## config.mk

```make
export PLATFORM = sky130hd
export DESIGN_NAME = rom_loader_flat
export DESIGN_NICKNAME = d
export VERILOG_FILES = /design/src/rtl/rom_loader_pkg.sv /design/src/rtl/rom_loader_if.sv /design/src/rtl/rom_loader_word_asm.sv /design/src/rtl/rom_loader.sv /design/src/flat_wrapper.sv
export SDC_FILE = /design/constraint.sdc
export NUM_CORES = 1
export LEC_CHECK = 0
export ABC_AREA = 1
export BUFFER_PORTS_ARGS = -buffer_cell sky130_fd_sc_hd__buf_2
export CAP_MARGIN = 20
export CORE_ASPECT_RATIO = 1.2
export CORE_UTILIZATION = 24
export DETAILED_ROUTE_END_ITERATION = 6
export HOLD_SLACK_MARGIN = 0.12
export PLACE_DENSITY = 0.5
export SYNTH_ARGS = -nofsm -noshare
export SYNTH_HDL_FRONTEND = slang
export SYNTH_SLANG_ARGS = --single-unit
```

## constraint.sdc

```tcl
create_clock -name clk -period 7.5 [get_ports clk]
set_input_delay 0.75 -clock clk [delete_from_list [all_inputs] [get_ports clk]]
set_output_delay 0.75 -clock clk [all_outputs]
set_load 0.005 [all_outputs]
```

## src/rtl/rom_loader_pkg.sv

```systemverilog
// Shared types and constants for the instruction-ROM byte-stream loader.
package rom_loader_pkg;

  typedef enum logic [2:0] {
    IDLE  = 3'd0,
    HDR   = 3'd1,
    DATA  = 3'd2,
    WRITE = 3'd3,
    CSUM  = 3'd4,
    DONE  = 3'd5,
    ERR   = 3'd6
  } state_e;

  localparam int unsigned ROM_WORD_BYTES = 4;
  localparam logic [31:0] ROM_ADDR_STEP  = 32'd4;

endpackage

```

## src/rtl/rom_loader_if.sv

```systemverilog
// Byte-stream input, ROM write port and load status of the instruction-ROM loader.
interface rom_loader_if;
  logic        start_i;
  logic        byte_valid_i;
  logic [7:0]  byte_data_i;
  logic        byte_ready_o;
  logic        wen_o;
  logic [31:0] w_addr_o;
  logic [31:0] w_data_o;
  logic        cpu_hold_o;
  logic        load_done_o;
  logic        load_err_o;

  modport master (
    output start_i, byte_valid_i, byte_data_i,
    input  byte_ready_o, wen_o, w_addr_o, w_data_o, cpu_hold_o, load_done_o, load_err_o
  );

  modport slave (
    input  start_i, byte_valid_i, byte_data_i,
    output byte_ready_o, wen_o, w_addr_o, w_data_o, cpu_hold_o, load_done_o, load_err_o
  );
endinterface

```

## src/rtl/rom_loader_word_asm.sv

```systemverilog
// Little-endian byte-to-word assembler shared by the header and payload phases.
module rom_loader_word_asm
  import rom_loader_pkg::*;
(
  input  logic        clk,
  input  logic        rst,
  input  logic        clear,
  input  logic        byte_en,
  input  logic [7:0]  byte_data,
  output logic [31:0] word,
  output logic        word_done
);

  logic [1:0]  idx_reg;
  logic [31:0] shift_reg;

  // Newest byte enters at the top, so after four bytes the first one sits in [7:0].
  assign word      = {byte_data, shift_reg[31:8]};
  assign word_done = byte_en && (idx_reg == 2'(ROM_WORD_BYTES - 1));

  always_ff @(posedge clk or posedge rst) begin
    if (rst) begin
      idx_reg   <= 2'd0;
      shift_reg <= 32'd0;
    end else if (clear) begin
      idx_reg   <= 2'd0;
    end else if (byte_en) begin
      idx_reg   <= idx_reg + 2'd1;
      shift_reg <= word;
    end
  end

endmodule

```

## src/rtl/rom_loader.sv

```systemverilog
// Framed byte-stream loader for the instruction ROM; holds the core until the image is written.
// Optional trailing XOR checksum byte is enabled by defining ROM_LOADER_CHECKSUM_EN.
module rom_loader
  import rom_loader_pkg::*;
#(
  parameter logic [31:0] ADDR_BASE      = 32'h0000_0000,
  parameter int unsigned MAX_WORDS      = 4096,
  parameter int unsigned TIMEOUT_CYCLES = 100000
) (
  input logic         clk,
  input logic         rst,
  rom_loader_if.slave bus
);

`ifdef ROM_LOADER_CHECKSUM_EN
  localparam state_e FRAME_END = CSUM;
  logic [7:0] csum_reg;
`else
  localparam state_e FRAME_END = DONE;
`endif

  state_e      state_reg, state_next;
  logic [31:0] addr_reg, count_reg, words_reg, idle_reg;
  logic [31:0] w_addr_reg, w_data_reg;
  logic        done_reg, err_reg;
  logic        ready, hold, accept, start_go, timeout, asm_en, word_done;
  logic [31:0] word;

  assign ready    = (state_reg == HDR) || (state_reg == DATA) || (state_reg == CSUM);
  assign hold     = ready || (state_reg == WRITE);
  assign accept   = ready && bus.byte_valid_i;
  assign start_go = bus.start_i && !hold;
  assign timeout  = ready && !accept && (idle_reg == 32'(TIMEOUT_CYCLES - 1));
  assign asm_en   = accept && ((state_reg == HDR) || (state_reg == DATA));

  rom_loader_word_asm u_word_asm (
    .clk       (clk),
    .rst       (rst),
    .clear     (start_go),
    .byte_en   (asm_en),
    .byte_data (bus.byte_data_i),
    .word      (word),
    .word_done (word_done)
  );

  always_comb begin
    state_next = state_reg;
    case (state_reg)
      IDLE, DONE, ERR: if (start_go) state_next = HDR;
      HDR: begin
        if (timeout)                         state_next = ERR;
        else if (word_done) begin
          if (word > 32'(MAX_WORDS))         state_next = ERR;
          else if (word == 32'd0)            state_next = FRAME_END;
          else                               state_next = DATA;
        end
      end
      DATA: begin
        if (timeout)                         state_next = ERR;
        else if (word_done)                  state_next = WRITE;
      end
      WRITE: begin
        if (words_reg + 32'd1 == count_reg)  state_next = FRAME_END;
        else                                 state_next = DATA;
      end
`ifdef ROM_LOADER_CHECKSUM_EN
      CSUM: begin
        if (timeout)                         state_next = ERR;
        else if (accept)                     state_next = (bus.byte_data_i == csum_reg) ? DONE : ERR;
      end
`endif
      default:                               state_next = IDLE;
    endcase
  end

  always_ff @(posedge clk or posedge rst) begin
    if (rst) begin
      state_reg  <= IDLE;
      addr_reg   <= 32'd0;
      count_reg  <= 32'd0;
      words_reg  <= 32'd0;
      idle_reg   <= 32'd0;
      w_addr_reg <= 32'd0;
      w_data_reg <= 32'd0;
      done_reg   <= 1'b0;
      err_reg    <= 1'b0;
    end else begin
      state_reg <= state_next;
      if (start_go) begin
        addr_reg  <= ADDR_BASE;
        words_reg <= 32'd0;
        done_reg  <= 1'b0;
        err_reg   <= 1'b0;
      end
      // The write cycle is not idle time on the input stream.
      if (start_go || accept || state_reg == WRITE)
        idle_reg <= 32'd0;
      else if (ready)
        idle_reg <= idle_reg + 32'd1;
      if (state_reg == HDR && word_done)
        count_reg <= word;
      if (state_reg == DATA && word_done) begin
        w_addr_reg <= addr_reg;
        w_data_reg <= word;
      end
      if (state_reg == WRITE) begin
        addr_reg  <= addr_reg + ROM_ADDR_STEP;
        words_reg <= words_reg + 32'd1;
      end
      if (state_next == DONE && state_reg != DONE) done_reg <= 1'b1;
      if (state_next == ERR  && state_reg != ERR)  err_reg  <= 1'b1;
    end
  end

`ifdef ROM_LOADER_CHECKSUM_EN
  always_ff @(posedge clk or posedge rst) begin
    if (rst)
      csum_reg <= 8'h00;
    else if (start_go)
      csum_reg <= 8'h00;
    else if (state_reg == DATA && accept)
      csum_reg <= csum_reg ^ bus.byte_data_i;
  end
`endif

  assign bus.byte_ready_o = ready;
  assign bus.wen_o        = (state_reg == WRITE);
  assign bus.w_addr_o     = w_addr_reg;
  assign bus.w_data_o     = w_data_reg;
  assign bus.cpu_hold_o   = hold;
  assign bus.load_done_o  = done_reg;
  assign bus.load_err_o   = err_reg;

endmodule
```

## src/flat_wrapper.sv

```systemverilog
// flat-port wrapper written by rule: the top's interface ports become plain ports
module rom_loader_flat import rom_loader_pkg::*;
#(
  parameter logic [31:0] ADDR_BASE      = 32'h0000_0000,
  parameter int unsigned MAX_WORDS      = 4096,
  parameter int unsigned TIMEOUT_CYCLES = 100000
)
  (clk, rst, bus_start_i, bus_byte_valid_i, bus_byte_data_i, bus_byte_ready_o, bus_wen_o, bus_w_addr_o, bus_w_data_o, bus_cpu_hold_o, bus_load_done_o, bus_load_err_o);
  rom_loader_if bus_i ();
  input logic clk;
  input logic rst;
  input wire logic [$bits(bus_i.start_i)-1:0] bus_start_i;
  input wire logic [$bits(bus_i.byte_valid_i)-1:0] bus_byte_valid_i;
  input wire logic [$bits(bus_i.byte_data_i)-1:0] bus_byte_data_i;
  output wire logic [$bits(bus_i.byte_ready_o)-1:0] bus_byte_ready_o;
  output wire logic [$bits(bus_i.wen_o)-1:0] bus_wen_o;
  output wire logic [$bits(bus_i.w_addr_o)-1:0] bus_w_addr_o;
  output wire logic [$bits(bus_i.w_data_o)-1:0] bus_w_data_o;
  output wire logic [$bits(bus_i.cpu_hold_o)-1:0] bus_cpu_hold_o;
  output wire logic [$bits(bus_i.load_done_o)-1:0] bus_load_done_o;
  output wire logic [$bits(bus_i.load_err_o)-1:0] bus_load_err_o;
  assign bus_i.start_i = bus_start_i;
  assign bus_i.byte_valid_i = bus_byte_valid_i;
  assign bus_i.byte_data_i = bus_byte_data_i;
  assign bus_byte_ready_o = bus_i.byte_ready_o;
  assign bus_wen_o = bus_i.wen_o;
  assign bus_w_addr_o = bus_i.w_addr_o;
  assign bus_w_data_o = bus_i.w_data_o;
  assign bus_cpu_hold_o = bus_i.cpu_hold_o;
  assign bus_load_done_o = bus_i.load_done_o;
  assign bus_load_err_o = bus_i.load_err_o;
  rom_loader #(.ADDR_BASE(ADDR_BASE), .MAX_WORDS(MAX_WORDS), .TIMEOUT_CYCLES(TIMEOUT_CYCLES)) u_core (.clk(clk), .rst(rst), .bus(bus_i));
endmodule
```

==> results.yml, run 1 <==
run_status:
  status: "complete, no violations"
floorplanning:
  placementRows: 85
  dieArea_um2: 46600
  initial_utilization: 0.244
  die_h_um: 236
  core_area_um2: 45000
  io_pins: 81
  die_w_um: 197
logic_synthesis:
  synth_async_sr_flop_share: 1.00
  synth-compound-area-share: 0.116
  synthAdderAreaFrac: 0.00456
  synth_flop_cell: "dfrtp_1"
  synth-seq-cells: 219
  yosysWarnings: 0
  yosysSeqAreaShare: 0.500
  synth_top_area_frac: 0.500
  synth_edf_count: 0
  synth_top_family_by_area: "simple AND/OR/NAND/NOR gates"
  avgSynthCellArea_um2: 8.09
  yosys.area_share.simple: 0.279
  synth-xor-area-share: 0.0251
  yosys-top-cells-area: "dfrtp_1, nand2_1, o21ai_0, inv_1, nand3_1"
  syn-cell-area_um2: 11000
  synth.area.mux_share: 0.00604
  synth_cell_types: 57
  postSynthCellCount: 1356
  yosysTopAreaCell: "dfrtp_1"
final_layout:
  diodes: 0
  regArea_um2: 5480
  final_area_um2: 12900
  multiInputGateArea_um2: 4740
  synthToLayoutAreaGrowth_pct: 17.1
  nets: 1443
  fill_cells: 4858
  drive_gt1_frac: 0.131
critical_path:
  cpMaxStageDelayCell: "nand3_1"
  cp-end-kind: "flop"
  slowest_delay_ns: 0.69
  critPathLaunchType: "flop"
  critPathMostFrequentCell: "inv_1"
  required_ns: 7.93
  arrival_ns: 4.07
  crit_path_cell_trace: "nor2_2 > inv_1 > o21ai_2 > a21oi_2 > nand3_1 > nand2_1 > nor2_1 > inv_1 > a311oi_1"
  criticalPathCategory: "reg -> reg"
  critPathMaxFanout: 25
  critPathTopFamily: "simple AND/OR/NAND/NOR gates"
  path_buf_inv: 2
sta:
  fin_crit_sh: 0.485
  tns_ns: 0
  max_freq_ghz: 0.275
  relSlewSlack: 0.343
  finalHoldViolCount: 0
  period_minus_slack_ns: 3.64
  fin_worst_skew_ns: 0.0275
  worst_slew_pin_slew_ns: 0.982
  rsz0062_at_grt: "false"
  setup_violations: 0
  drv_slew: 0
global_route:
  grt_pass1_wl_um: 47500
  gr-usage-all-layers: 0.127
  grt_max_degree: 131
  gr-total-overflow: 0
  grt_pass1_vias: 8846
  antenna_found_initial: 0
detailed_routing:
  drt-total-wl_um: 29200
  firstDrtPassIters: 5
  wl_met2_um: 14900
  top_layer: "met4"
  avgViaCountPerCell: 4.47
  drtIter0Drc: 505
  drcViolationCount: 0
  wl_met1_um: 12800
  wl_per_cell_um: 14.2
  num_vias: 9177
  wl_met3_um: 887
  drtAntennaViolNets: 0
power:
  power_density_nw_per_um2: 263
  ir_drop_mv: 0.129
  p_total_w: 0.00338
  p_leak_nw: 5.75
clocking:
  clkTransAtPathRegs_ns: 0.06
  postCtsSetupRepairBufs: 0
  cts_buffer_depth: 3
  insertion_delay_ns: 0.54
  cts-resized-gates: 0
  cts_sinks: 219
  ctsHoldBuffers: 0
  cts_tree: "done"
  clockRootBuffer: "clkbuf_16"
  numCtsBuffers: 24
  cts_max_level: 1
worst_hold_path:
  hp-class: "in -> async"
place:
  dp_hpwl_um: 21300
  place_area_um2: 12000
  portBuffers: 78
  place_congestion: 0.834
run:
  maxCapViolations: 0
==> metal layers <==
metal,track usage,vias up
met5,0,-
met3,0.0137,35
met4,0.0385,0
li1,-,4601
met1,0.158,4404
met2,0.230,137
==> cell usage after synthesis (all sizes together) (4+ instances only) <==
library cell	instances
clkbuf	31
nor3	18
nand2	371
xor3	4
ha	4
nor4	17
nand3b	14
nor2	129
buf	11
nand3	91
dfrtp	219
nand4	24
xor2	16
a21oi	33
o22ai	25
inv	156
mux2	5
o21ai	153
==> metrics by stage <==
step           hold slack (ns)  worst slack [ns]  std cells   util
2_1_floorplan            0.440             0.757       1357      -
3_3_place_gp             0.451              3.90       2009  0.267
3_5_place_dp             0.461              3.82       2009  0.267
4_1_cts                  0.455              3.74       2052  0.285
5_1_grt                  0.503              3.46       2053  0.286
6_report                 0.401              3.86       2053  0.286
==> layout by cell type, fill, tap and decap left out, types with 4 or more instances in the layout <==
master	n
a21oi_1	32
buf_2	78
buf_4	7
clkbuf_1	4
clkbuf_16	24
clkbuf_8	8
dfrtp_1	219
ha_1	4
inv_1	148
inv_2	6
mux2_2	5
nand2_1	354
nand2_2	15
nand3_1	88
nand3b_1	14
nand4_1	24
nor2_1	105
nor2_2	12
nor2_4	10
nor3_1	16
nor4_1	15
o21ai_0	140
o21ai_1	12
o22ai_1	25
xor2_1	16
xor3_1	4
==> cell type report <==
cell class	count	share of cell area
clock buffers	36	0.0565
clock inverters	7	0.00613
inverters	157	0.0466
multi-input cells	939	0.369
flip-flops and latches	219	0.426
well taps	609	0.0593
repair buffers	86	0.0360
==> logic make-up (layout without fill, tap and decap cells) <==
group	count (synthesis)	in the layout
other cells	1	2
mux	6	6
simple gates	671	671
buf+inv	199	286
fa+ha+maj	4	4
flops	219	219
xor+xnor	23	23
compound gates	233	233
==> where the power goes <==
part | total [W] | leakage, nW | internal [W] | switching (W)
Clock | 0.00120 | 0.387 | 0.000704 | 0.000495
Sequential | 0.00145 | 3.01 | 0.00133 | 0.000120
Combinational | 0.000726 | 2.35 | 0.000232 | 0.000494
Total | 0.00338 | 5.75 | 0.00227 | 0.00111
==> path summary, 6_finish.rpt <==
| kind | from | endpoint | slack, ns | cells past startpoint |
|---|---|---|---|---|
| hold / removal | rst | u_core.bus.w_data_o[25]$_DFFE_PP0P_ | 0.40 | 2 |
| min in group clk | u_core.addr_reg[30]$_DFFE_PP0P_ | u_core.addr_reg[30]$_DFFE_PP0P_ | 0.47 | 1 |
| hold reg to reg | u_core.addr_reg[30]$_DFFE_PP0P_ | u_core.addr_reg[30]$_DFFE_PP0P_ | 0.47 | 1 |
| setup / recovery | u_core.state_reg[0]$_DFF_PP0_ | u_core.idle_reg[25]$_DFFE_PP0P_ | 3.86 | 9 |
| setup reg to reg | u_core.state_reg[0]$_DFF_PP0_ | u_core.idle_reg[25]$_DFFE_PP0P_ | 3.86 | 9 |
| max in group asynchronous | rst | u_core.addr_reg[29]$_DFFE_PP0P_ | 5.73 | 3 |
Power figures use the tool's default switching activity.
==> run 2: changes to the inputs <==
==> constraint.sdc (replaced) <==
create_clock -name clk -period 3.5 [get_ports clk]
set_input_delay 0.35 -clock clk [delete_from_list [all_inputs] [get_ports clk]]
set_output_delay 0.35 -clock clk [all_outputs]
set_load 0.005 [all_outputs]
==> run 2 against run 1 <==
Setup slack got worse by 3.3 ns. Sequential cell count unchanged. Critical path depth is 4 lower. Final cell count is 0.29% higher. Combinational power up 120%.
==> results.yml, run 2 (synthesis results as in run 1) <==
run_status:
  status: "complete, no violations"
floorplanning:
  placementRows: 85
  core_area_um2: 45000
  die_h_um: 236
  initial_utilization: 0.244
  dieArea_um2: 46600
  io_pins: 81
  die_w_um: 197
final_layout:
  final_cell_mix: "nand2_1, dfrtp_1, inv_1"
  nets: 1449
  final_common_cell: "nand2_1"
  diodes: 0
  drive_gt1_frac: 0.137
  synthToLayoutAreaGrowth_pct: 17.8
sta:
  period_minus_slack_ns: 2.96
  rsz0062_at_grt: "false"
  fin_crit_sh: 0.846
  hold_ws_ns: 0.156
  relSlewSlack: 0.565
  drv_slew: 0
  worst_slew_pin_slew_ns: 0.652
  fin_worst_skew_ns: 0.0298
  setup_ws_ns: 0.537
  tns_ns: 0
  setup_violations: 0
  max_freq_ghz: 0.338
  finalHoldViolCount: 0
clocking:
  cts_tree: "done"
  clkTransAtPathRegs_ns: 0.06
  insertion_delay_ns: 0.55
  cts_buffer_depth: 3
  numCtsBuffers: 24
  cts_sinks: 219
  cts-resized-gates: 0
  clockRootBuffer: "clkbuf_16"
  cts_max_level: 1
power:
  p_total_w: 0.00738
  swShare: 0.337
  power_density_nw_per_um2: 571
  p_seq_frac: 0.422
  combPwrFrac: 0.220
  p_leak_nw: 5.80
  p_int_w: 0.00489
  ir_drop_mv: 0.318
  power.share.clock: 0.358
  power.switching_w: 0.00249
global_route:
  grt_max_degree: 101
  gr-total-overflow: 0
  grt_pass1_wl_um: 48800
  antenna_found_initial: 0
  grt_pass1_vias: 9121
  gr-usage-all-layers: 0.131
critical_path:
  cp-end-kind: "output port"
  critPathLaunchType: "flop"
  slowest_delay_ns: 0.50
  required_ns: 3.15
  critPathMaxFanout: 15
  arrival_ns: 2.61
  crit_path_cell_trace: "inv_2 > nand3_1 > inv_1 > buf_4 > buf_2"
  cpMaxStageDelayCell: "inv_1"
  criticalPathCategory: "reg -> out"
detailed_routing:
  avgViaCountPerCell: 4.43
  num_vias: 9119
  drtAntennaViolNets: 0
  drcViolationCount: 0
  wl_per_cell_um: 14.6
  drt-total-wl_um: 30200
  drtIter0Drc: 470
  firstDrtPassIters: 5
place:
  place_congestion: 0.847
  dp_hpwl_um: 22000
  place_ws_ns: 0.653
  portBuffers: 78
run:
  maxCapViolations: 0
worst_hold_path:
  hp-class: "in -> reg"
[run 2: cell types whose count changed in the layout (fill, tap and decap cells not counted), moves of 3 or more]
cell	change
inv_6	+3
clkbuf_8	-3
buf_4	+4
clkbuf_1	-4
clkinv_2	+4
[run 2: per-stage QoR]
| step | area (µm²) | util | instances |
|---|---|---|---|
| after floorplan | 11000 | - | 1357 |
| after global placement | 12100 | 0.269 | 2015 |
| after detailed placement | 12100 | 0.269 | 2015 |
| after CTS | 12900 | 0.287 | 2059 |
| after global routing | 12900 | 0.287 | 2059 |
| final | 12900 | 0.287 | 2059 |
[run 2: power groups by stage]
stage | sequential, W | combinational, W | clock [W]
6_report | 0.00311 | 0.00163 | 0.00264
5_1_grt | 0.00316 | 0.00185 | 0.00281
4_1_cts | 0.00312 | 0.00167 | 0.00272
3_5_place_dp | 0.00316 | 0.00166 | 0
3_3_place_gp | 0.00316 | 0.00164 | 0
2_1_floorplan | 0.00307 | 0.00111 | 0
[run 2: repair_timing]
item	in CTS	in global routing
hold buffers	1	0
buffers inserted	0	0
hold endpoints to repair	21	0
[run 2: area by class of cell]
type                            count  area [µm²]
Multi-Input combinational cell    939        4740
Inverter                          157         596
Fill cell                        4841       32100
Clock inverter                     14         149
Clock buffer                       29         669
Sequential cell                   219        5480
Tap cell                          609         762
Timing Repair Buffer               92         523
[run 2: worst paths after layout]
kind / startpoint / slack [ns] / cells after the start / endpoint
setup / recovery: u_core.state_reg[2]$_DFF_PP0_ / 0.54 / 5 / bus_wen_o
hold / removal: bus_byte_data_i[4] / 0.16 / 3 / u_core.u_word_asm.shift_reg[28]$_DFFE_PP0P_
setup reg to reg: u_core.state_reg[2]$_DFF_PP0_ / 0.68 / 9 / u_core.idle_reg[25]$_DFFE_PP0P_
hold reg to reg: u_core.addr_reg[30]$_DFFE_PP0P_ / 0.48 / 1 / u_core.addr_reg[30]$_DFFE_PP0P_
max in group asynchronous: rst / 2.16 / 4 / u_core.idle_reg[10]$_DFFE_PP0P_
min in group asynchronous: rst / 0.43 / 3 / u_core.bus.w_data_o[21]$_DFFE_PP0P_
[run 2: per-layer routing]
metal	GRT usage	vias up	wire length, µm
li1	-	4604	-
met1	0.159	4325	12800
met2	0.232	142	15400
met3	0.0163	48	985
met4	0.0524	0	951
met5	0	-	0
[run 2: worst max-delay path, delay by kind of cell, from the launching register on]
| family | cells | cell delay [ns] |
|---|---|---|
| flip-flops | 1 | 0.45 |
| buffers and inverters | 4 | 1.18 |
| AND/OR/NAND/NOR | 1 | 0.45 |
